`config.mk`:
```
export PLATFORM = sky130hd
export DESIGN_NAME = n64_drive_mixer_flat
export DESIGN_NICKNAME = d
export VERILOG_FILES = /design/src/rtl/n64_drive_mixer_pkg.sv /design/src/rtl/n64_drive_mixer_if.sv /design/src/rtl/n64_drive_mixer_pwm.sv /design/src/rtl/n64_drive_mixer.sv /design/src/flat_wrapper.sv
export SDC_FILE = /design/constraint.sdc
export NUM_CORES = 1
export LEC_CHECK = 0
export ABC_AREA = 1
export BUFFER_PORTS_ARGS = -buffer_cell sky130_fd_sc_hd__buf_2
export CAP_MARGIN = 30
export CORE_ASPECT_RATIO = 0.75
export CORE_MARGIN = 8
export CORE_UTILIZATION = 40
export DETAILED_ROUTE_END_ITERATION = 8
export PLACE_DENSITY_LB_ADDON = 0.15
export SYNTH_ARGS = -nofsm -noshare
export SYNTH_HDL_FRONTEND = slang
export SYNTH_SLANG_ARGS = --single-unit
```
`constraint.sdc`:
```
create_clock -name PCLK -period 7.55 [get_ports PCLK]
set_input_delay 1.51 -clock PCLK [delete_from_list [all_inputs] [get_ports PCLK]]
set_output_delay 1.51 -clock PCLK [all_outputs]
set_load 0.01 [all_outputs]
```
`src/rtl/n64_drive_mixer_pkg.sv`:
```
// Shared constants, state encoding and stick/command helpers for the N64 drive mixer.
package n64_pkg;

  localparam int BIT_A     = 0;
  localparam int BIT_B     = 1;
  localparam int BIT_Z     = 2;
  localparam int BIT_START = 3;
  localparam int BIT_RSV0  = 8;
  localparam int BIT_RSV1  = 9;
  localparam int X_MSB     = 16;
  localparam int Y_MSB     = 24;
  localparam int CMD_W     = 8;

  typedef enum logic [1:0] {
    ST_LINK_DOWN = 2'd0,
    ST_ACQUIRE   = 2'd1,
    ST_LINK_UP   = 2'd2
  } link_state_t;

  typedef logic signed [CMD_W-1:0] cmd_t;

  // The stick bytes arrive MSB first, so the first received bit lands in bit 7.
  function automatic logic [7:0] stick_field(input logic [31:0] rep, input int msb);
    logic [7:0] f;
    f = 8'd0;
    for (int i = 0; i < 8; i++) begin
      f[7-i] = rep[msb+i];
    end
    return f;
  endfunction

  function automatic cmd_t apply_deadzone(input cmd_t v, input int dz);
    cmd_t v1;
    int   m;
    v1 = (v == 8'sh80) ? 8'sh81 : v;
    m  = (v1 < 8'sd0) ? -int'(v1) : int'(v1);
    if (m <= dz) begin
      return 8'sd0;
    end else begin
      return v1;
    end
  endfunction

  function automatic cmd_t sat_cmd(input logic signed [9:0] s);
    if (s > 10'sd127) begin
      return 8'sd127;
    end else if (s < -10'sd127) begin
      return 8'sh81;
    end else begin
      return s[7:0];
    end
  endfunction

  function automatic logic [6:0] cmd_mag(input cmd_t c);
    cmd_t n;
    if (c[7]) begin
      n = -c;
    end else begin
      n = c;
    end
    return n[6:0];
  endfunction

endpackage

```
`src/rtl/n64_drive_mixer_if.sv`:
```
// Report strobe bus from the controller poller into the drive mixer.
interface n64_drive_mixer_if;
  logic [31:0] report;
  logic        report_valid;

  modport master (output report, output report_valid);
  modport slave  (input report, input report_valid);
endinterface

```
`src/rtl/n64_drive_mixer_pwm.sv`:
```
// One motor channel: 127-step PWM with wrap-synchronous duty updates and an immediate kill.
module n64_pwm_channel #(
  parameter int PWM_DIV = 4
) (
  input  logic       PCLK,
  input  logic       RESET,
  input  logic [6:0] cmd_mag,
  input  logic       cmd_dir,
  input  logic       force_off,
  output logic       pwm,
  output logic       dir
);

  localparam logic [7:0] DIV_LAST  = 8'(PWM_DIV - 1);
  localparam logic [6:0] STEP_LAST = 7'd126;

  logic [7:0] pres_r, pres_nxt_s;
  logic [6:0] step_r, step_nxt_s;
  logic [6:0] act_r, act_nxt_s;
  logic       dir_r, dir_nxt_s;
  logic       pwm_r, pwm_nxt_s;
  logic       step_tick_s, wrap_s;

  // Next-state for prescaler, step counter and active duty.
  always_comb begin
    step_tick_s = (pres_r == DIV_LAST);
    wrap_s      = step_tick_s && (step_r == STEP_LAST);
    if (step_tick_s) begin
      pres_nxt_s = 8'd0;
      step_nxt_s = (step_r == STEP_LAST) ? 7'd0 : step_r + 7'd1;
    end else begin
      pres_nxt_s = pres_r + 8'd1;
      step_nxt_s = step_r;
    end
    // A kill must not wait for the period to finish; new duty otherwise waits for wrap.
    if (force_off) begin
      act_nxt_s = 7'd0;
      dir_nxt_s = 1'b0;
    end else if (wrap_s) begin
      act_nxt_s = cmd_mag;
      dir_nxt_s = cmd_dir;
    end else begin
      act_nxt_s = act_r;
      dir_nxt_s = dir_r;
    end
    pwm_nxt_s = (step_nxt_s < act_nxt_s);
  end

  // Channel state registers.
  always_ff @(posedge PCLK or posedge RESET) begin
    if (RESET) begin
      pres_r <= 8'd0;
      step_r <= 7'd0;
      act_r  <= 7'd0;
      dir_r  <= 1'b0;
      pwm_r  <= 1'b0;
    end else begin
      pres_r <= pres_nxt_s;
      step_r <= step_nxt_s;
      act_r  <= act_nxt_s;
      dir_r  <= dir_nxt_s;
      pwm_r  <= pwm_nxt_s;
    end
  end

  assign pwm = pwm_r;
  assign dir = dir_r;

endmodule

```
`src/rtl/n64_drive_mixer.sv`:
```
// Report filter, link FSM with timeout, deadzone and arcade mixer driving two PWM channels.
module n64_drive_mixer
  import n64_pkg::*;
#(
  parameter int STABLE_REPORTS = 3,
  parameter int TIMEOUT_TICKS  = 1_250_000,
  parameter int DEADZONE       = 8,
  parameter int PWM_DIV        = 4
) (
  input  logic                    PCLK,
  input  logic                    RESET,
  n64_drive_mixer_if.slave        rpt,
  output logic [15:0]             buttons,
  output logic [7:0]              joy_x,
  output logic [7:0]              joy_y,
  output logic                    link_up,
  output logic                    pwm_left,
  output logic                    pwm_right,
  output logic                    dir_left,
  output logic                    dir_right
);

  localparam int                  TIMER_W   = $clog2(TIMEOUT_TICKS + 1);
  localparam logic [TIMER_W-1:0]  TIMEOUT_V = TIMER_W'(TIMEOUT_TICKS);
  localparam logic [TIMER_W-1:0]  TIMER_ONE = TIMER_W'(1);
  localparam logic [3:0]          STABLE_V  = 4'(STABLE_REPORTS);

  link_state_t          state_r;
  logic [31:0]          cand_r;
  logic [3:0]           count_r, count_nxt_s;
  logic [TIMER_W-1:0]   timer_r;
  logic [15:0]          buttons_r;
  logic [7:0]           joy_x_r, joy_y_r;
  logic                 link_up_r;
  logic                 good_s, accept_s, timeout_s;

  cmd_t                 x_dz_s, y_dz_s, left_cmd_s, right_cmd_s;
  logic signed [9:0]    left_sum_s, right_sum_s;
  logic [6:0]           mag_l_r, mag_r_r;
  logic                 cdir_l_r, cdir_r_r;
  logic                 force_off_s;

  // Report qualification and stability counting.
  always_comb begin
    good_s = rpt.report_valid & ~rpt.report[BIT_RSV0] & ~rpt.report[BIT_RSV1];
    if (rpt.report == cand_r) begin
      if (count_r >= STABLE_V) begin
        count_nxt_s = count_r;
      end else begin
        count_nxt_s = count_r + 4'd1;
      end
    end else begin
      count_nxt_s = 4'd1;
    end
    accept_s  = good_s & (count_nxt_s == STABLE_V);
    timeout_s = ~good_s & (state_r != ST_LINK_DOWN) & (timer_r == TIMEOUT_V);
  end

  // Link FSM with registered accepted outputs; a valid report beats a coincident timeout.
  always_ff @(posedge PCLK or posedge RESET) begin
    if (RESET) begin
      state_r   <= ST_LINK_DOWN;
      cand_r    <= 32'd0;
      count_r   <= 4'd0;
      timer_r   <= '0;
      buttons_r <= 16'd0;
      joy_x_r   <= 8'd0;
      joy_y_r   <= 8'd0;
      link_up_r <= 1'b0;
    end else if (good_s) begin
      cand_r  <= rpt.report;
      count_r <= count_nxt_s;
      timer_r <= '0;
      if (accept_s) begin
        state_r   <= ST_LINK_UP;
        link_up_r <= 1'b1;
        buttons_r <= rpt.report[15:0];
        joy_x_r   <= stick_field(rpt.report, X_MSB);
        joy_y_r   <= stick_field(rpt.report, Y_MSB);
      end else if (state_r == ST_LINK_DOWN) begin
        state_r <= ST_ACQUIRE;
      end else begin
        state_r <= state_r;
      end
    end else if (timeout_s) begin
      // Forget the candidate so reacquisition needs a fresh run of identical reports.
      state_r   <= ST_LINK_DOWN;
      cand_r    <= 32'd0;
      count_r   <= 4'd0;
      timer_r   <= '0;
      buttons_r <= 16'd0;
      joy_x_r   <= 8'd0;
      joy_y_r   <= 8'd0;
      link_up_r <= 1'b0;
    end else if ((state_r != ST_LINK_DOWN) && (timer_r != TIMEOUT_V)) begin
      timer_r <= timer_r + TIMER_ONE;
    end else begin
      timer_r <= timer_r;
    end
  end

  // Deadzone, arcade mix and dead-man gating.
  always_comb begin
    x_dz_s      = apply_deadzone(cmd_t'(joy_x_r), DEADZONE);
    y_dz_s      = apply_deadzone(cmd_t'(joy_y_r), DEADZONE);
    left_sum_s  = {{2{y_dz_s[7]}}, y_dz_s} + {{2{x_dz_s[7]}}, x_dz_s};
    right_sum_s = {{2{y_dz_s[7]}}, y_dz_s} - {{2{x_dz_s[7]}}, x_dz_s};
    if (buttons_r[BIT_Z]) begin
      left_cmd_s  = sat_cmd(left_sum_s);
      right_cmd_s = sat_cmd(right_sum_s);
    end else begin
      left_cmd_s  = 8'sd0;
      right_cmd_s = 8'sd0;
    end
  end

  // Pending motor commands, one cycle behind the accepted stick values.
  always_ff @(posedge PCLK or posedge RESET) begin
    if (RESET) begin
      mag_l_r  <= 7'd0;
      mag_r_r  <= 7'd0;
      cdir_l_r <= 1'b0;
      cdir_r_r <= 1'b0;
    end else begin
      mag_l_r  <= cmd_mag(left_cmd_s);
      mag_r_r  <= cmd_mag(right_cmd_s);
      cdir_l_r <= left_cmd_s[7];
      cdir_r_r <= right_cmd_s[7];
    end
  end

  assign force_off_s = ~link_up_r | ~buttons_r[BIT_Z];

  n64_pwm_channel #(.PWM_DIV(PWM_DIV)) u_pwm_left (
    .PCLK      (PCLK),
    .RESET     (RESET),
    .cmd_mag   (mag_l_r),
    .cmd_dir   (cdir_l_r),
    .force_off (force_off_s),
    .pwm       (pwm_left),
    .dir       (dir_left)
  );

  n64_pwm_channel #(.PWM_DIV(PWM_DIV)) u_pwm_right (
    .PCLK      (PCLK),
    .RESET     (RESET),
    .cmd_mag   (mag_r_r),
    .cmd_dir   (cdir_r_r),
    .force_off (force_off_s),
    .pwm       (pwm_right),
    .dir       (dir_right)
  );

  assign buttons = buttons_r;
  assign joy_x   = joy_x_r;
  assign joy_y   = joy_y_r;
  assign link_up = link_up_r;

endmodule

```
`src/flat_wrapper.sv`:
```
// flat-port wrapper written by rule: the top's interface ports become plain ports
module n64_drive_mixer_flat import n64_pkg::*;
#(
  parameter int STABLE_REPORTS = 3,
  parameter int TIMEOUT_TICKS  = 1_250_000,
  parameter int DEADZONE       = 8,
  parameter int PWM_DIV        = 4
)
  (PCLK, RESET, buttons, joy_x, joy_y, link_up, pwm_left, pwm_right, dir_left, dir_right, rpt_report, rpt_report_valid);
  n64_drive_mixer_if rpt_i ();
  input  logic PCLK;
  input  logic RESET;
  output logic [15:0] buttons;
  output logic [7:0] joy_x;
  output logic [7:0] joy_y;
  output logic link_up;
  output logic pwm_left;
  output logic pwm_right;
  output logic dir_left;
  output logic dir_right;
  input wire logic [$bits(rpt_i.report)-1:0] rpt_report;
  input wire logic [$bits(rpt_i.report_valid)-1:0] rpt_report_valid;
  assign rpt_i.report = rpt_report;
  assign rpt_i.report_valid = rpt_report_valid;
  n64_drive_mixer #(.STABLE_REPORTS(STABLE_REPORTS), .TIMEOUT_TICKS(TIMEOUT_TICKS), .DEADZONE(DEADZONE), .PWM_DIV(PWM_DIV)) u_core (.PCLK(PCLK), .RESET(RESET), .rpt(rpt_i), .buttons(buttons), .joy_x(joy_x), .joy_y(joy_y), .link_up(link_up), .pwm_left(pwm_left), .pwm_right(pwm_right), .dir_left(dir_left), .dir_right(dir_right));
endmodule
```
==> After elaboration in Yosys (flattened, before gate mapping) <==
Index checks and enable logic that the tools add are counted.
{ "op_classes": {"n_addsub": 12, "mux": 52, "eq_ne": 12, "bitwise_logic": 11, "n_reduce_logical": 11, "n_lt_le_gt_ge": 11} }
{ "op_table": {"columns": ["cell", "count"], "rows": [
  ["$mux 8", 17],
  ["$mux 32", 4],
  ["$mux 7", 10],
  ["$le 32x5->1 const B", 2],
  ["$neg 8->32", 2],
  ["$mux 21", 3],
  ["$mux 16", 3],
  ["$eq 32x32->1", 1],
  ["$add 21x1->21 const B", 1],
  ["$eq 21x21->1 const B", 1],
  ["$ne 21x21->1 const B", 1],
  ["$gt 10x8->1 const B", 2],
  ["$lt 10x8->1 const B", 2],
  ["$add 8x1->8 const B", 2],
  ["$eq 8x2->1 const B", 2],
  ["$eq 8x8->1 const B", 2],
  ["$lt 8x1->1 const B", 2],
  ["$mux 4", 4],
  ["$add 7x1->7 const B", 2],
  ["$eq 7x7->1 const B", 2],
  ["$lt 7x7->1", 2],
  ["$neg 7->7", 2],
  ["$add 8x8->9", 1],
  ["$sub 8x8->9", 1],
  ["15 further kinds", 38]
]} }
{ "word_totals": {"regBits": 156, "output_inout_bits": 37} }

==> Longest topological paths before layout <==
Gate-level depths: netlist of the first run.
{ "logic_depth": {"ltp_word": 13, "depth_mapped": 37} }

==> Hierarchy <==
Synthesis of the first run repeated with hierarchy kept, for this count alone.
{ "hier_totals": {"hier_cells": 1147, "area_unflattened_um2": 9082.5} }
{ "by_module_without_submodules": {"columns": ["module", "area_each_um2", "instances", "seq_area_each_um2", "cells_each"], "rows": [
  ["n64_drive_mixer", 6382.4, 1, 2702.6, 825],
  ["n64_pwm_channel", 1350.0, 2, 600.6, 161]
]} }

==> Worst setup path before layout of the first run <==
OpenSTA, ideal clock, no wires.
{ "synth_path": {"path_kind": "reg-to-reg", "start": "reg u_core.joy_x_r[4] (netlist: u_core.joy_x[4])", "end": "reg u_core.mag_r_r[6]", "t_arrival_ns": 3.990, "setup_slack_ns": 3.441, "path_buffers": 0, "stages_incl_launch_ff": 30, "setup_ns": 0.119, "cell_sequence": "dfrtp_1 > nor4_1 > a31oi_1 > ha_1 > nor2_1 > a211oi_1 > a2111oi_0 > nor2_1 > nor2_1 > o21ai_1 > nand2_1 > inv_1 > ha_1 > fa_1 > nand2_1 > a21oi_1 > nand3_1 > nor2_1 > nand3_1 > nand2_2 > nand2_4 > a31oi_2 > inv_1 > ha_1 > nand2_1 > nor2_1 > nand2_1 > nand3_1 > nand2_1 > nor2_1"} }
{ "synth_via": {"elab_chain_cells": 13} }
{ "synth_lines": {"columns": ["item", "line", "text"], "rows": [
  ["start, declared", "n64_drive_mixer.sv:33", "logic [7:0] joy_x_r, joy_y_r;"],
  ["start signal, assigned", "n64_drive_mixer.sv:78", "joy_x_r <= stick_field(rpt.report, X_MSB);"],
  ["$eq 8x8->1", "n64_drive_mixer_pkg.sv:35", "v1 = (v == 8'sh80) ? 8'sh81 : v;"],
  ["$mux 8 *", "n64_drive_mixer_pkg.sv:35", null],
  ["$neg 8->32 / $lt 8x1->1 (equally long branches)", "n64_drive_mixer_pkg.sv:36", "m = (v1 < 8'sd0) ? -int'(v1) : int'(v1);"],
  ["$mux 32", "n64_drive_mixer_pkg.sv:36", null],
  ["$le 32x5->1", "n64_drive_mixer_pkg.sv:37", "if (m <= dz) begin"],
  ["$mux 8 *", "n64_drive_mixer_pkg.sv:37", null],
  ["$sub 8x8->9 *", "n64_drive_mixer.sv:107", "right_sum_s = {{2{y_dz_s[7]}}, y_dz_s} - {{2{x_dz_s[7]}}, x_dz_s};"],
  ["$lt 10x8->1", "n64_drive_mixer_pkg.sv:47", "end else if (s < -10'sd127) begin"],
  ["$mux 8", "n64_drive_mixer_pkg.sv:47", null],
  ["$mux 8 *", "n64_drive_mixer_pkg.sv:45", "if (s > 10'sd127) begin"],
  ["$mux 8 *", "n64_drive_mixer.sv:108", "if (buttons_r[BIT_Z]) begin"],
  ["net u_core.right_cmd_s[0]", "n64_drive_mixer.sv:37", "cmd_t x_dz_s, y_dz_s, left_cmd_s, right_cmd_s;"],
  ["$neg 7->7 *", "n64_drive_mixer_pkg.sv:57", "n = -c;"],
  ["$mux 7 *", "n64_drive_mixer_pkg.sv:56", "if (c[7]) begin"],
  ["end signal, assigned", "n64_drive_mixer.sv:126", "mag_r_r <= cmd_mag(right_cmd_s);"],
  ["end, declared", "n64_drive_mixer.sv:39", "logic [6:0] mag_l_r, mag_r_r;"]
]} }
The timed path passes the listed nets; every way through them passes the cells marked *.
A chain may end at the register's enable or synchronous reset.

==> Worst setup path in the final report of the first run <==
{ "layout_path": {"start": "reg u_core.joy_x_r[4] (netlist: u_core.joy_x[4])", "end": "reg u_core.mag_l_r[6]"} }
{ "layout_via": {"elab_chain_cells": 13} }
{ "layout_lines": {"columns": ["item", "line", "text"], "rows": [
  ["$eq 8x8->1", "n64_drive_mixer_pkg.sv:35", null],
  ["$mux 8 *", "n64_drive_mixer_pkg.sv:35", null],
  ["$neg 8->32 / $lt 8x1->1 (equally long branches)", "n64_drive_mixer_pkg.sv:36", null],
  ["$mux 32", "n64_drive_mixer_pkg.sv:36", null],
  ["$le 32x5->1", "n64_drive_mixer_pkg.sv:37", null],
  ["$mux 8 *", "n64_drive_mixer_pkg.sv:37", null],
  ["$add 8x8->9 *", "n64_drive_mixer.sv:106", "left_sum_s = {{2{y_dz_s[7]}}, y_dz_s} + {{2{x_dz_s[7]}}, x_dz_s};"],
  ["$lt 10x8->1", "n64_drive_mixer_pkg.sv:47", null],
  ["$mux 8", "n64_drive_mixer_pkg.sv:47", null],
  ["$mux 8 *", "n64_drive_mixer_pkg.sv:45", null],
  ["$mux 8 *", "n64_drive_mixer.sv:108", null],
  ["$neg 7->7", "n64_drive_mixer_pkg.sv:57", null],
  ["$mux 7 *", "n64_drive_mixer_pkg.sv:56", null],
  ["end signal, assigned", "n64_drive_mixer.sv:125", "mag_l_r <= cmd_mag(left_cmd_s);"],
  ["end, declared", "n64_drive_mixer.sv:39", null]
]} }
Every way passes the cells marked *; elsewhere a longest branch is shown, timed or not.

==> results.yml, run 1 <==
clock_network:
  cts_buffers: 17
  worst_skew_pair.late_latency_ns: 0.43
  post_cts_hold_buffer_count: 0
  maximum_buffer_depth_of_the_clock_tree: 2
  cts.sinks: 156
  htree_levels: 4
  postCtsResizedCells: 0
  cts_root_buf: "sky130_fd_sc_hd__clkbuf_16"
  clock_tree_from_tritoncts: "yes"
  cts.repair_timing.setup_buffer_count: 0
  clkTransAtPathRegs_ns: 0.06
layout:
  multi_input_gate_area_um2: 4410
  final_core_density_pct: 46.29
  fillCellCount: 2253
  synthToLayoutAreaGrowth_pct: 13.01
  finalNonFillerCells: 1523
  nets: 1293
  final-seq-area_um2: 3904
  layout-drive-gt1-share_pct: 17.02
setup_path:
  cp_top_family: "simple AND/OR/NAND/NOR gates"
  crit_path_max_fanout: 7
  timing.critical_path.slowest_stage_cell: "sky130_fd_sc_hd__dfrtp_1"
  worst_path_most_repeated_cell: "sky130_fd_sc_hd__nor2_1"
  worstPathRequired_ns: 7.87
  crit_path_end_kind: "register"
  critical-path-max-stage-delay_ns: 0.46
  worst-path-buf-inv: 5
  worst-setup-path-type: "register to register"
  cp.arrival_ns: 4.97
  cp-start-kind: "register"
timing:
  post-route-period-util_pct: 61.55
  max_fclk_mhz: 215.2
  unrepaired_setup_endpoints_after_global_routing: "false"
  hold_violations: 0
  setup-violations-final: 0
  max_slew.worst_pin.slew_ns: 0.9171
  finalMaxSlewViolations: 0
  fin_ws_ns: 2.903
  finalWorstPathRequiredPeriod_ns: 4.647
  fin_setup_tns_ns: 0
  final.setup_skew_ns: 0.01375
  slew_headroom_pct: 38.86
power:
  vdd_ir_drop_max_uv: 154.2
  total_power_mw: 2.029
  power-per-cell-area_nw_per_um2: 197.2
  power.static_leakage_nw: 5.347
route:
  detailedRoute.firstPassIterationCount: 7
  vias_per_cell: 4.817
  detail-route-antenna-nets: 0
  routed_wire_length_per_instance_um: 13.70
  routed_wl_um: 20860
  first_iter_violations: 479
  drc_errors: 0
  vias: 7336
place:
  gp_congestion: 0.8860
  port_buffers: 71
  cell_count_after_placement: 1490
  hpwl_um: 15510
  post-place-ws_ns: 2.974
floorplanning:
  dieArea_um2: 27900
  row_count: 47
  initial_utilization_pct: 40.96
  die_width_um: 190.2
  chipHeight_um: 146.7
  core_region_area_um2: 22230
  io_pins: 72
logic_synthesis:
  netlist_top_cells_count: "sky130_fd_sc_hd__nand2_1, sky130_fd_sc_hd__dfrtp_1, sky130_fd_sc_hd__inv_1"
  synth_most_common_cell: "sky130_fd_sc_hd__nand2_1"
  synth_top_family_by_area: "simple AND/OR/NAND/NOR gates"
  synthesized_area_fraction_occupied_by_adder_cells_pct: 6.074
  postSynth.topFlopCell: "sky130_fd_sc_hd__dfrtp_1"
  synth.top_cell.area_share_pct: 42.87
  netlist_area_um2: 9105
  asyncSetResetFlopFracSynth_pct: 100.0
  synth_xor_xnor_area_share_pct: 3.559
  yosys.area_share.simple_pct: 27.95
  ys_types: 55
  synth.area.mux_share_pct: 0
  post_synth_inst_count: 1145
  number_of_flip_flops_and_latches_in_the_synthesized_netlist: 156
  post_synth_main_area_contributors: "sky130_fd_sc_hd__dfrtp_1, sky130_fd_sc_hd__nand2_1, sky130_fd_sc_hd__inv_1"
  synthesis.nets: 1223
  synthesis.yosys.warnings: 0
  yosysTopAreaCell: "sky130_fd_sc_hd__dfrtp_1"
  number_of_synthesized_flops_with_an_enable_pin: 0
  share_of_the_synthesized_area_in_compound_gates_ao_oa_aoi_oai_pct: 10.83
  seq_area_frac_synth_pct: 42.87
  postSynthAreaPerCell_um2: 7.952
flow_run:
  maxCapViolCount: 0
status:
  status: "finished, final reports clean"
global_route:
  remaining_global_route_overflow: 0
  first_pass_grt_wire_length_um: 36220
  via_count_of_the_first_global_routing_pass: 7309
  number_of_antenna_violations_at_the_first_check_in_global_routing: 6
  overall_global_routing_resource_usage_pct: 15.82
  grt_max_degree: 86
min_path:
  hold_class: "register to register"
worst reg2reg max path, delay by kind of cell (launching register included):
family | cells | cell delay, ns
fa+ha+maj | 4 | 0.99
simple gates | 15 | 1.70
flops | 1 | 0.46
compound gates | 6 | 1.00
buf+inv | 5 | 0.40
cell usage in the layout (no fill, tap or decap), types with 2 or more instances in the layout:
cell and instances:
sky130_fd_sc_hd__a21oi_1 39, sky130_fd_sc_hd__a21oi_2 8, sky130_fd_sc_hd__a31oi_1 4, sky130_fd_sc_hd__and2_1 2
sky130_fd_sc_hd__buf_2 71, sky130_fd_sc_hd__buf_4 3, sky130_fd_sc_hd__bufinv_16 3, sky130_fd_sc_hd__clkbuf_1 2
sky130_fd_sc_hd__clkbuf_16 17, sky130_fd_sc_hd__clkinv_1 2, sky130_fd_sc_hd__clkinv_2 5, sky130_fd_sc_hd__clkinvlp_4 3
sky130_fd_sc_hd__dfrtp_1 156, sky130_fd_sc_hd__fa_1 2, sky130_fd_sc_hd__ha_1 41, sky130_fd_sc_hd__inv_1 150
sky130_fd_sc_hd__inv_2 13, sky130_fd_sc_hd__nand2_1 273, sky130_fd_sc_hd__nand2_2 18, sky130_fd_sc_hd__nand2_4 3
sky130_fd_sc_hd__nand3_1 47, sky130_fd_sc_hd__nand3_2 5, sky130_fd_sc_hd__nand3b_1 2, sky130_fd_sc_hd__nand4_1 22
sky130_fd_sc_hd__nor2_1 122, sky130_fd_sc_hd__nor2_2 9, sky130_fd_sc_hd__nor2_4 2, sky130_fd_sc_hd__nor3_1 36
sky130_fd_sc_hd__nor3_2 2, sky130_fd_sc_hd__nor3b_1 2, sky130_fd_sc_hd__nor4_1 14, sky130_fd_sc_hd__o21a_1 2
sky130_fd_sc_hd__o21ai_0 44, sky130_fd_sc_hd__o21ai_1 5, sky130_fd_sc_hd__o21ai_2 31, sky130_fd_sc_hd__o21bai_1 2
sky130_fd_sc_hd__o221ai_1 3, sky130_fd_sc_hd__or2_2 5, sky130_fd_sc_hd__xnor2_1 8, sky130_fd_sc_hd__xor2_1 29
per-layer routing:
| layer | up-vias | routed length, um | GRT usage [%] |
|---|---|---|---|
| li1 | 3821 | - | - |
| met1 | 3350 | 10890 | 22.67 |
| met2 | 130 | 8485 | 22.67 |
| met3 | 25 | 1193 | 5.021 |
| met4 | 10 | 223 | 3.754 |
| met5 | - | 68 | 0 |
logic make-up (layout without fill, tap and decap cells):
family,after synthesis,count (layout)
and+or+nand+nor,569,569
buffers and inverters,190,273
DFF,156,156
AOI/OAI and AO/OA,150,150
adders and majority gates,43,43
xor gates and xnor gates,37,37
other,0,1
power breakdown:
part | switching [mW] | internal (mW) | leakage [nW]
combinational | 0.154 | 0.0827 | 2.97
clock | 0.349 | 0.526 | 0.286
sequential | 0.0349 | 0.883 | 2.09
total | 0.538 | 1.49 | 5.35
final timing paths:
kind	startpoint	end	cells after the start	slack [ns]
min in group asynchronous	RESET	u_core.mag_r_r[5]	2	1.23
worst min-delay path	u_core.u_pwm_right.pres_r[0]	u_core.u_pwm_right.pres_r[0]	1	0.46
worst max register to register	u_core.joy_x[4]	u_core.mag_l_r[6]	30	2.90
worst min register to register	u_core.u_pwm_right.pres_r[0]	u_core.u_pwm_right.pres_r[0]	1	0.46
worst max-delay path	u_core.joy_x[4]	u_core.mag_l_r[6]	30	2.90
max in group asynchronous	RESET	u_core.buttons[6]	3	4.87
through the flow:
stage / cell area, um2 / hold WS, ns
finish: 10290 / 0.4598
global placement: 9694 / 0.4526
global route: 10290 / 0.4915
CTS: 10290 / 0.4605
detailed placement: 9694 / 0.4524
floorplan: 9105 / 0.4329
final cells by class:
class / instances / area share (%)
antenna: 1 / 0.02432
clock buffer: 20 / 4.341
clock inverter: 12 / 1.423
inverter: 167 / 6.165
multi-input combinational: 799 / 42.86
sequential: 156 / 37.94
tap: 294 / 3.575
timing repair buffer: 74 / 3.672
sequential cells by signal, indices dropped and copies added (netlist names), 8 cells and up:
register / flops
u_core.u_pwm_left.pres_r: 8
u_core.timer_r: 21
u_core.buttons: 16
u_core.u_pwm_right.pres_r: 8
u_core.joy_x: 8
u_core.cand_r: 32
u_core.joy_y: 8
No activity file was read; power rests on OpenSTA's default activity.
==> run 2: changes to the inputs <==
==> constraint.sdc (replaced) <==
create_clock -name PCLK -period 4.82 [get_ports PCLK]
set_input_delay 0.964 -clock PCLK [delete_from_list [all_inputs] [get_ports PCLK]]
set_output_delay 0.964 -clock PCLK [all_outputs]
set_load 0.01 [all_outputs]
==> results.yml, run 2 (synthesis gave the netlist of run 1 again) <==
status:
  status: "finished, final reports clean"
timing:
  finalWorstPathRequiredPeriod_ns: 4.412
  finalMaxSlewViolations: 0
  post-route-period-util_pct: 91.53
  max_fclk_mhz: 226.7
  holdWs_ns: 0.4640
  slew_headroom_pct: 41.02
  max_slew.worst_pin.slew_ns: 0.8847
  final.setup_skew_ns: 0.01314
  hold_violations: 0
  setup-violations-final: 0
global_route:
  remaining_global_route_overflow: 0
  number_of_antenna_violations_at_the_first_check_in_global_routing: 7
  first_pass_grt_wire_length_um: 35200
  overall_global_routing_resource_usage_pct: 15.28
  via_count_of_the_first_global_routing_pass: 6908
  grt_max_degree: 157
power:
  swShare_pct: 27.54
  power.static_leakage_nw: 5.430
  vdd_ir_drop_max_uv: 263.6
  power-per-cell-area_nw_per_um2: 309.7
  seq_power_share_pct: 44.1
  pwr-share-comb_pct: 11.7
  total_switching_power_mw: 0.8952
  share_clk_of_total_power_pct: 44.2
  power.internal_mw: 2.355
layout:
  nets: 1305
  layout_common_cells: "sky130_fd_sc_hd__nand2_1, sky130_fd_sc_hd__dfrtp_1, sky130_fd_sc_hd__inv_1"
  max_flop_register: "u_core.cand_r"
  mostFrequentLayoutCell: "sky130_fd_sc_hd__nand2_1"
  layout-drive-gt1-share_pct: 19.68
  synthToLayoutAreaGrowth_pct: 15.28
  final_core_density_pct: 47.22
  multi_input_gate_area_um2: 4473
  largest_register_ffs: 32
  fillCellCount: 2197
  final-seq-area_um2: 3910
setup_path:
  cp.arrival_ns: 4.72
  critical-path-max-stage-delay_ns: 0.52
  r2r_setup_slack_ns: 0.41
  worstPathRequired_ns: 5.13
  crit_path_end_kind: "register"
  timing.critical_path.slowest_stage_cell: "sky130_fd_sc_hd__fa_1"
  worst-setup-path-type: "register to register"
  worst_path_most_repeated_cell: "sky130_fd_sc_hd__nand2_1"
  reg2regPathDepth: 29
  crit_path_max_fanout: 7
  cp-start-kind: "register"
floorplanning:
  die_width_um: 190.2
  initial_utilization_pct: 40.96
  row_count: 47
  core_region_area_um2: 22230
  chipHeight_um: 146.7
  dieArea_um2: 27900
  io_pins: 72
route:
  vias_per_cell: 4.786
  routed_wire_length_per_instance_um: 13.39
  routed_wl_um: 20570
  detail-route-antenna-nets: 0
  vias: 7351
  drc_errors: 0
  first_iter_violations: 449
  detailedRoute.firstPassIterationCount: 7
clock_network:
  clkTransAtPathRegs_ns: 0.07
  worst_skew_pair.late_latency_ns: 0.43
  clock_tree_from_tritoncts: "yes"
  cts_buffers: 17
  htree_levels: 4
  cts.sinks: 156
  maximum_buffer_depth_of_the_clock_tree: 2
  cts_root_buf: "sky130_fd_sc_hd__clkbuf_16"
flow_run:
  maxCapViolCount: 0
place:
  hpwl_um: 15290
  port_buffers: 71
  gp_congestion: 0.8200
min_path:
  hold_class: "register to register"
  hold-path-cell-count: 1
==> run 2: power groups by stage <==
stage | sequential, mW | combinational [mW] | clock [mW]
global route | 1.44 | 0.441 | 1.52
floorplan | 1.45 | 0.276 | 0
global placement | 1.46 | 0.375 | 0
finish | 1.43 | 0.379 | 1.44
detailed placement | 1.46 | 0.377 | 0
CTS | 1.43 | 0.377 | 1.47
==> run 2: worst paths after layout <==
| path | start | endpoint |
|---|---|---|
| setup / recovery | u_core.joy_x[5] | u_core.mag_r_r[6] |
| hold / removal | u_core.u_pwm_right.pres_r[0] | u_core.u_pwm_right.pres_r[0] |
| setup reg to reg | u_core.joy_x[5] | u_core.mag_r_r[6] |
| hold reg to reg | u_core.u_pwm_right.pres_r[0] | u_core.u_pwm_right.pres_r[0] |
| max in group asynchronous | RESET | u_core.joy_y[3] |
| min in group asynchronous | RESET | u_core.mag_r_r[3] |
==> run 2: stage by stage <==
stage / power, mW / TNS [ns] / worst slack, ns / std cells / area [um2]
after floorplan: 1.726 / 0 / 0.7112 / 1145 / 9109
after global placement: 1.832 / 0 / 0.3747 / 1495 / 9743
after detailed placement: 1.834 / 0 / 0.2583 / 1495 / 9743
after CTS: 3.281 / 0 / 0.2290 / 1527 / 10370
after global routing: 3.408 / -0.2426 / -0.09471 / 1535 / 10490
final: 3.250 / 0 / 0.4080 / 1536 / 10500
==> run 2: final cells by class <==
cell class,instances,area share (%)
Multi-Input combinational cell,799,42.62
Sequential cell,156,37.25
Inverter,167,6.032
Timing Repair Buffer,86,4.577
Clock buffer,17,4.053
Tap cell,294,3.505
Clock inverter,15,1.919
Antenna cell,2,0.04768
==> run 2: routing by layer <==
metal,track usage [%],routed length (um)
met1,22.60,10880
met2,21.40,8318
met3,4.641,1145
met4,3.173,156
met5,0,70
==> run 2: worst max-delay path, delay by kind of cell, from the launching register on <==
family	cells	cell delay, ns
AO/OA/AOI/OAI	6	1.02
flip-flops	1	0.44
AND/OR/NAND/NOR	17	1.50
buffers and inverters	2	0.13
adder cells (fa/ha/maj)	4	1.18
==> run 2: repair_timing <==
action / CTS / global route
buffers inserted: 0 / 7
hold buffers: 0 / 0
setup endpoints to repair: 0 / 11
gates resized for setup: 0 / 23
endpoints found under the hold margin: 0 / 0
==> run 3: changes to the inputs <==
--- a/config.mk
+++ b/config.mk
@@ -6,12 +6,12 @@
 export NUM_CORES = 1
 export LEC_CHECK = 0
 export ABC_AREA = 1
-export BUFFER_PORTS_ARGS = -buffer_cell sky130_fd_sc_hd__buf_2
 export CAP_MARGIN = 30
 export CORE_ASPECT_RATIO = 0.75
 export CORE_MARGIN = 8
-export CORE_UTILIZATION = 40
+export CORE_UTILIZATION = 60
 export DETAILED_ROUTE_END_ITERATION = 8
+export DONT_BUFFER_PORTS = 1
 export PLACE_DENSITY_LB_ADDON = 0.15
 export SYNTH_ARGS = -nofsm -noshare
 export SYNTH_HDL_FRONTEND = slang
==> results.yml, run 3 (synthesis gave the netlist of run 1 again) <==
power:
  power-per-cell-area_nw_per_um2: 308.5
  total_power_mw: 3.085
  power.static_leakage_nw: 5.069
  vdd_ir_drop_max_uv: 276.3
setup_path:
  crit_path_end_kind: "register"
  r2r_setup_slack_ns: 0.37
  timing.critical_path.slowest_stage_cell: "sky130_fd_sc_hd__fa_2"
  timing.rr.start: "u_core.joy_x[7]"
  crit_path_max_fanout: 7
  worstReg2RegEnd: "u_core.mag_r_r[6]"
  worst-setup-path-type: "register to register"
  critical_path.startpoint: "u_core.joy_x[7]"
  reg2regPathDepth: 30
  cp.arrival_ns: 4.76
  worst_path_most_repeated_cell: "sky130_fd_sc_hd__nand2_1"
  worstPathRequired_ns: 5.13
  critical-path-max-stage-delay_ns: 0.55
  cp-start-kind: "register"
global_route:
  grt_max_degree: 157
  first_pass_grt_wire_length_um: 32980
  remaining_global_route_overflow: 0
  overall_global_routing_resource_usage_pct: 21.28
  via_count_of_the_first_global_routing_pass: 6790
  number_of_antenna_violations_at_the_first_check_in_global_routing: 0
route:
  first_iter_violations: 549
  detail-route-antenna-nets: 0
  vias_per_cell: 5.292
  detailedRoute.firstPassIterationCount: 5
  vias: 7276
  routed_wl_um: 19790
  routed_wire_length_per_instance_um: 14.39
  drc_errors: 0
layout:
  layout_common_cells: "sky130_fd_sc_hd__nand2_1, sky130_fd_sc_hd__dfrtp_1, sky130_fd_sc_hd__inv_1"
  layout.cell_area.non_filler_um2: 10000
  antenna-diode-count: 0
  max_flop_register: "u_core.cand_r"
  nets: 1235
  synthToLayoutAreaGrowth_pct: 9.825
  layout-drive-gt1-share_pct: 14.87
  final_core_density_pct: 66.53
  finalNonFillerCells: 1375
  mostFrequentLayoutCell: "sky130_fd_sc_hd__nand2_1"
  largest_register_ffs: 32
place:
  gp_congestion: 0.8975
  cell_count_after_placement: 1340
  post_dp_cell_area_um2: 9314
  hpwl_um: 14530
  port_buffers: 0
clock_network:
  cts.sinks: 156
  clkTransAtPathRegs_ns: 0.07
  post_cts_hold_buffer_count: 0
  cts_buffers: 17
  clock_tree_from_tritoncts: "yes"
  htree_levels: 4
  worst_skew_pair.late_latency_ns: 0.43
  maximum_buffer_depth_of_the_clock_tree: 2
  cts_root_buf: "sky130_fd_sc_hd__clkbuf_16"
flow_run:
  maxCapViolCount: 0
min_path:
  hold_class: "register to register"
  worst_hold_startpoint: "u_core.state_r[0]"
  hold-path-cell-count: 2
  hold_worst_path_end: "u_core.state_r[0]"
floorplanning:
  core_region_area_um2: 15030
  die_width_um: 158.2
  io_pins: 72
  dieArea_um2: 19410
  initial_utilization_pct: 60.58
  chipHeight_um: 122.7
  row_count: 39
timing:
  hold_violations: 0
  max_fclk_mhz: 224.7
  fin_setup_tns_ns: 0
  finalMaxSlewViolations: 0
  max_slew.worst_pin.slew_ns: 0.9054
  slew_headroom_pct: 39.64
  final.setup_skew_ns: 0.01178
  post-route-period-util_pct: 92.34
  finalWorstPathRequiredPeriod_ns: 4.451
  setup-violations-final: 0
status:
  status: "finished, final reports clean"
-- run 3: changes by cell type in the layout (fill, tap and decap cells not counted), sizes merged --
cell      before  now
buf           86   16
clkinvlp       1    4
inv          171  168
bufinv         3    1
diode          2    0
clkbuf        17   18
clkinv         7    8
-- run 3: how the worst max path moves through the flow --
stage | to | slack [ns] | cells past startpoint
global route | u_core.mag_l_r[6] | -0.008 | 31
finish | u_core.mag_r_r[6] | 0.37 | 30
global placement | u_core.mag_r_r[6] | 0.38 | 30
detailed placement | u_core.mag_r_r[6] | 0.21 | 29
floorplan | u_core.mag_r_r[6] | 0.71 | 29
CTS | u_core.mag_r_r[6] | 0.19 | 30
-- run 3: area by class of cell --
| class | instances | area [um2] |
|---|---|---|
| multi-input cells | 799 | 4493 |
| clock buffers | 18 | 439.2 |
| fillers | 1302 | 5030 |
| well taps | 205 | 256.5 |
| repair buffers | 16 | 132.6 |
| inverters | 167 | 633.1 |
| flip-flops and latches | 156 | 3910 |
| clock inverters | 14 | 135.1 |
-- run 3: power by group --
part           switching (mW)  internal [mW]  leakage, nW
registers              0.0567           1.38         2.08
clock network           0.561          0.733        0.275
logic                   0.229          0.122         2.71
total                   0.847           2.24         5.07
-- run 3: routing by layer --
layer | up-vias | share of wire (%) | global-route usage [%]
li1 | 3709 | - | -
met2 | 172 | 44 | 32.38
met3 | 29 | 7.8 | 7.248
met1 | 3366 | 47 | 28.45
met5 | - | 0 | 0
met4 | 0 | 1.8 | 6.345
-- run 3: timing repair --
action                     in CTS  in global routing
setup buffers                   0                  3
setup endpoints to repair       0                 11
gates resized for setup         0                 25
-- run 3: critical path, delay by kind of cell (launching register included) --
| kind | cells | cell delay, ns |
|---|---|---|
| AND/OR/NAND/NOR | 17 | 1.59 |
| adder cells (fa/ha/maj) | 4 | 1.21 |
| AO/OA/AOI/OAI | 6 | 0.91 |
| flip-flops | 1 | 0.46 |
| buffers and inverters | 3 | 0.18 |
-- run 3: stage by stage --
step                setup WS, ns  hold slack, ns
finish                    0.3692          0.4786
global placement          0.3795          0.4535
floorplan                 0.7112          0.4329
CTS                       0.1855          0.4835
detailed placement        0.2054          0.4635
global route           -0.008347          0.5056
